File: src/rtl/uart_arb_pkg.sv
`default_nettype none
// ============================================================================
// Module   : uart_arb_pkg
// Brief    : Shared types and round-robin pick helper for uart_tx_arbiter.
// Revision : 1.0
// ============================================================================
package uart_arb_pkg;

    localparam int unsigned MAX_REQ = 8;

    typedef enum logic [0:0] {
        IDLE = 1'b0,
        XFER = 1'b1
    } arb_state_e;

    // First set bit of req scanning upward from last+1, wrapping modulo num.
    // Returns last when nothing is requesting.
    function automatic logic [2:0] rr_pick(
        input logic [MAX_REQ-1:0] req,
        input logic [2:0]         last,
        input int unsigned        num
    );
        logic [2:0] pick;
        logic [2:0] idx;
        logic       found;
        pick  = last;
        found = 1'b0;
        for (int unsigned k = 1; k <= MAX_REQ; k++) begin
            if (k <= num) begin
                idx = 3'((32'(last) + k) % num);
                if (!found && req[idx]) begin
                    pick  = idx;
                    found = 1'b1;
                end
            end
        end
        return pick;
    endfunction

endpackage : uart_arb_pkg
`default_nettype wire

File: src/rtl/uart_tx_arbiter_rr_picker.sv
`default_nettype none
// ============================================================================
// Module   : rr_picker
// Brief    : Combinational round-robin priority encoder over NUM_REQ requests.
// Revision : 1.0
// ============================================================================
module rr_picker
    import uart_arb_pkg::*;
#(
    parameter int NUM_REQ = 3
) (
    input  logic [NUM_REQ-1:0]         i_req,
    input  logic [$clog2(NUM_REQ)-1:0] i_last,
    output logic [$clog2(NUM_REQ)-1:0] o_pick,
    output logic                       o_any
);

    localparam int c_idx_w = $clog2(NUM_REQ);

    logic [MAX_REQ-1:0] w_req_ext;
    logic [2:0]         w_last_ext;

    assign w_req_ext  = 8'(i_req);
    assign w_last_ext = 3'(i_last);
    assign o_pick     = c_idx_w'(rr_pick(w_req_ext, w_last_ext, NUM_REQ));
    assign o_any      = |i_req;

endmodule : rr_picker
`default_nettype wire

File: src/rtl/uart_tx_arbiter.sv
`default_nettype none
// ============================================================================
// Module   : uart_tx_arbiter
// Brief    : Packet-granular round-robin arbiter sharing one UART TX byte port.
// Revision : 1.0
// ============================================================================
module uart_tx_arbiter
    import uart_arb_pkg::*;
#(
    parameter int NUM_REQ       = 3,
    parameter int MAX_PKT_LEN   = 64,
    parameter int STALL_TIMEOUT = 255
) (
    input  logic                       osc_clk,
    input  logic                       osc_reset,
    input  logic [NUM_REQ-1:0]         req_valid,
    input  logic [8*NUM_REQ-1:0]       req_data,
    input  logic [NUM_REQ-1:0]         req_last,
    output logic [NUM_REQ-1:0]         req_ready,
    output logic                       tx_valid,
    output logic [7:0]                 tx_data,
    input  logic                       tx_ready,
    output logic [$clog2(NUM_REQ)-1:0] grant_id,
    output logic                       busy,
    output logic                       forced_release
);

    localparam int c_idx_w   = $clog2(NUM_REQ);
    localparam int c_cnt_w   = $clog2(MAX_PKT_LEN + 1);
    localparam int c_stall_w = $clog2(STALL_TIMEOUT + 1);

    localparam logic [0:0] c_st_idle = IDLE;
    localparam logic [0:0] c_st_xfer = XFER;

    localparam logic [c_cnt_w-1:0]   c_cnt_max   = c_cnt_w'(MAX_PKT_LEN);
    localparam logic [c_stall_w-1:0] c_stall_max = c_stall_w'(STALL_TIMEOUT);
    localparam logic [c_idx_w-1:0]   c_last_rst  = c_idx_w'(NUM_REQ - 1);

    logic [0:0]           r_state;
    logic [c_idx_w-1:0]   r_grant_id;
    logic [c_idx_w-1:0]   r_last_grant;
    logic [c_cnt_w-1:0]   r_byte_cnt;
    logic [c_stall_w-1:0] r_stall_cnt;
    logic                 r_forced;

    logic                 w_xfer;
    logic                 w_xfer_en;
    logic                 w_own_valid;
    logic [7:0]           w_own_data;
    logic                 w_own_last;
    logic                 w_hs;
    logic [c_cnt_w-1:0]   w_byte_next;
    logic [c_stall_w-1:0] w_stall_next;
    logic                 w_cap_hit;
    logic                 w_stall_hit;
    logic                 w_release;
    logic                 w_forced_set;
    logic [c_idx_w-1:0]   w_pick;
    logic                 w_any;

    rr_picker #(
        .NUM_REQ (NUM_REQ)
    ) u_rr_picker (
        .i_req  (req_valid),
        .i_last (r_last_grant),
        .o_pick (w_pick),
        .o_any  (w_any)
    );

    // Owner select; the datapath is a pure mux of the granted requester.
    always_comb begin
        w_own_valid = 1'b0;
        w_own_data  = 8'h00;
        w_own_last  = 1'b0;
        for (int i = 0; i < NUM_REQ; i++) begin
            if (r_grant_id == c_idx_w'(i)) begin
                w_own_valid = req_valid[i];
                w_own_data  = req_data[8*i +: 8];
                w_own_last  = req_last[i];
            end
        end
    end

    // Reset also gates the datapath so a byte presented during reset is dropped.
    assign w_xfer    = (r_state == c_st_xfer);
    assign w_xfer_en = w_xfer && !osc_reset;

    assign tx_valid = w_xfer_en && w_own_valid;
    assign tx_data  = w_xfer_en ? w_own_data : 8'h00;

    always_comb begin
        req_ready = '0;
        for (int i = 0; i < NUM_REQ; i++) begin
            req_ready[i] = w_xfer_en && (r_grant_id == c_idx_w'(i)) && tx_ready;
        end
    end

    assign w_hs         = tx_valid && tx_ready;
    assign w_byte_next  = r_byte_cnt + c_cnt_w'(1);
    assign w_cap_hit    = w_hs && (w_byte_next == c_cnt_max);
    assign w_stall_next = (r_stall_cnt == c_stall_max) ? r_stall_cnt
                                                       : r_stall_cnt + c_stall_w'(1);
    assign w_stall_hit  = w_xfer && !w_own_valid && (w_stall_next == c_stall_max);
    assign w_release    = w_xfer && ((w_hs && (w_own_last || w_cap_hit)) || w_stall_hit);
    assign w_forced_set = w_cap_hit || w_stall_hit;

    always_ff @(posedge osc_clk) begin
        if (osc_reset) begin
            r_state      <= c_st_idle;
            r_grant_id   <= '0;
            r_last_grant <= c_last_rst;
            r_byte_cnt   <= '0;
            r_stall_cnt  <= '0;
            r_forced     <= 1'b0;
        end else begin
            r_forced <= 1'b0;
            case (r_state)
                c_st_idle: begin
                    if (w_any) begin
                        r_grant_id  <= w_pick;
                        r_byte_cnt  <= '0;
                        r_stall_cnt <= '0;
                        r_state     <= c_st_xfer;
                    end
                end
                c_st_xfer: begin
                    if (w_hs) begin
                        r_byte_cnt <= w_byte_next;
                    end
                    if (w_own_valid) begin
                        r_stall_cnt <= '0;
                    end else begin
                        r_stall_cnt <= w_stall_next;
                    end
                    if (w_release) begin
                        r_state      <= c_st_idle;
                        r_grant_id   <= '0;
                        r_last_grant <= r_grant_id;
                        r_forced     <= w_forced_set;
                    end
                end
                default: begin
                    r_state <= c_st_idle;
                end
            endcase
        end
    end

    assign grant_id       = r_grant_id;
    assign busy           = w_xfer;
    assign forced_release = r_forced;

endmodule : uart_tx_arbiter
`default_nettype wire

File: config.mk
export PLATFORM = sky130hd
export DESIGN_NAME = uart_tx_arbiter
export DESIGN_NICKNAME = d
export VERILOG_FILES = /design/src/rtl/uart_arb_pkg.sv /design/src/rtl/uart_tx_arbiter_rr_picker.sv /design/src/rtl/uart_tx_arbiter.sv
export SDC_FILE = /design/constraint.sdc
export NUM_CORES = 1
export LEC_CHECK = 0
export CELL_PAD_IN_SITES_DETAIL_PLACEMENT = 0
export CELL_PAD_IN_SITES_GLOBAL_PLACEMENT = 2
export CORE_ASPECT_RATIO = 0.75
export CORE_MARGIN = 1
export CORE_UTILIZATION = 30
export CTS_CLUSTER_DIAMETER = 30
export CTS_CLUSTER_SIZE = 14
export DETAILED_ROUTE_END_ITERATION = 16
export GPL_ROUTABILITY_DRIVEN = 0
export HOLD_SLACK_MARGIN = 0.05
export PLACE_DENSITY = 0.88
export SETUP_SLACK_MARGIN = 0.3
export SYNTH_ARGS = -nofsm -noshare
export SYNTH_HDL_FRONTEND = slang
export SYNTH_HIERARCHICAL = 1
export SYNTH_SLANG_ARGS = --single-unit
File: constraint.sdc
create_clock -name osc_clk -period 5.9 [get_ports osc_clk]
set_input_delay 1.18 -clock osc_clk [delete_from_list [all_inputs] [get_ports osc_clk]]
set_output_delay 1.18 -clock osc_clk [all_outputs]
set_load 0.05 [all_outputs]
==> results.txt <==
Post-synth top area share: 0.2236
Top FF cell, synth: dfxtp_1
Ant diodes: 0
Outcome: finished, final reports clean
Hold Buf Count CTS: 0
Final ANT Viol Nets: 0
Initial Utilization: 0.3179
Asr flop ratio synth: 0
PD cells: 146.2 mW/mm²
Crit path capture type: output port
Area contributors post-synth: dfxtp_1, mux2i_1, nor2_1
Fin crit share: 0.7528
Area leader, netlist: dfxtp_1
Final Hold Slack: 520.5 ps
RSZ-0062 raised after global routing: no
Total grt overflow: 0
Port buffer count: 48
Initial antenna violation count: 0
Worst Setup Start Kind: input port
Worst path cell trace: clkdlybuf4s50_1 > buf_4 > inv_1 > nand2_1 > nor2_1 > clkdlybuf4s50_1
Drt first pass iters: 4
Pin count of the biggest net entering global routing: 22
DRT iter0 DRCs: 90
Post-CTS sizing: 0
Worst-Margin Slew: 856.1 ps
Top-count cell post-synth: nor2_1
Clock buffer count from CTS: 3
DRC Markers: 0
Number of synthesized flops with an enable pin: 0
Via count: 1,897
Final hold violations: 0
# setup viols final: 0
Per-cell routed wire length: 13.98 µm
CTS max path bufs: 2
Final Worst Setup Slack: 1459 ps
Post-CTS setup repair buffer count: 0
Fmax: 0.2252 GHz
Max Cap Viol: 0
Clock Pin Slew Worst Setup and Hold Paths: 70 ps
Flops & latches, synth: 21
Mapped Avg Cell Area: 7.645 µm²
DIE WIDTH: 93.42 µm
Max stage delay on crit path: 820 ps
Sequential Area: 420.4 µm²
Pre-CTS setup slack: 1449 ps
Avg Vias per Cell: 5.255
Clock sink count: 21
Distinct cells, synth: 58
Fin Clk Skew: 3.839 ps
Fillers: 605
CTS tree: done
Core Region: 0.005916 mm²
Syn Nets: 289
I/O pin count: 49
Synth-to-layout area growth: 27.88%
Die Y: 70.57 µm
VDD IR-drop max: 0.08213 mV
Yosys warns: 6
Cell Rows: 24
Clock period minus worst slack: 4441 ps
Critical Path RT: 4720 ps
Layout cell share with drive strength beyond 1: 0.06714
CP Data Arrival Time: 3260 ps
Worst-Skew Late Latency: 260 ps
Total global-route track usage: 0.1516
Most common cell on crit path: clkdlybuf4s50_1
Post-synth top cells: nor2_1, a21oi_1, dfxtp_1, mux2i_1, nand2_1
Clk root buf: clkbuf_8
Die ar.: 0.006592 mm²
Crit Path Class: input port to output port
Post-Route WL: 5045 µm
Hold crit path type: register to register
Area of the multi-input gates: 0.001320 mm²
Synthesized area: 0.001881 mm²
Sequential share of the synthesized area: 0.2236
Post-synthesis instance total: 246
Layout net count: 327
Tot Pwr: 0.3515 mW
Slew Viols, Final: 0
Max FO, Critical Path: 20
Number of global-route vias before repair: 1,681
Cell at the slowest stage of the critical path: clkdlybuf4s50_1
First-pass GRT wire length: 8142 µm
Detailed-placement wirelength estimate: 3740 µm
Pleak: 0.8969 nW
Final setup TNS: 0 ps
Htree depth: 1
Worst relative slew slack: 0.4285
==> per-layer routing <==
layer,up-vias,global-route usage,share of wire
met1,871,0.2260,0.53
met4,0,0.01538,0.0024
met2,57,0.2312,0.40
met3,2,0.03226,0.066
met5,-,0,0
li1,967,-,-
==> path summary, 6_finish.rpt <==
check                  startpoint       endpoint  slack, ps  cells past startpoint
setup / recovery        osc_reset     tx_data[5]       1460                      6
hold reg to reg     r_byte_cnt[3]  r_byte_cnt[3]        520                      1
hold / removal      r_byte_cnt[3]  r_byte_cnt[3]        520                      1
setup reg to reg  r_last_grant[0]    grant_id[0]       3350                      9
==> area by class of cell <==
cell class / count / share of cell area
Multi-Input combinational cell: 200 / 0.5489
Sequential cell: 21 / 0.1748
Timing Repair Buffer: 49 / 0.2029
Clock buffer: 4 / 0.01873
Inverter: 9 / 0.01405
Tap cell: 78 / 0.04058
==> worst max-delay path, delay by kind of cell <==
family / cells / cell delay, ps
buffers and inverters: 4 / 1620
and+or+nand+nor: 2 / 450
==> kinds of logic after synthesis <==
group,share of synthesized area
compound gates,0.2482
flops,0.2236
buf+inv,0.07450
xor+xnor,0.01397
mux,0.08583
simple gates,0.2874
fa+ha+maj,0.06653
==> report_power, final <==
group	internal (mW)	switching (mW)
combinational	0.0489	0.0563
clock	0.0481	0.0463
sequential	0.144	0.00810
total	0.241	0.111
==> state kept, by name, summed over array words and instances, names as in the netlist <==
name            count
r_byte_cnt          7
forced_release      1
grant_id            2
r_last_grant        2
busy                1
r_stall_cnt         8
==> stage by stage <==
stage	instance area [µm²]	cells	utilization
6_report	2405	361	0.4065
5_1_grt	2405	361	0.4065
4_1_cts	2405	361	0.4065
3_5_place_dp	2360	357	0.3989
3_3_place_gp	2360	357	0.3989
2_1_floorplan	1881	246	-
==> cells in the final DEF, fill, tap and decap left out, types with 3 or more instances in the layout <==
cell,count
a21oi_1,26
a31oi_1,8
and2_1,5
clkbuf_8,3
clkdlybuf4s50_1,48
dfxtp_1,21
ha_1,10
inv_1,9
mux2i_1,15
nand2_1,13
nand3_1,9
nand3b_1,4
nand4_1,5
nor2_1,40
nor3_1,5
nor3b_1,4
o21ai_0,11
or3_1,3
Power figures use the tool's default switching activity.
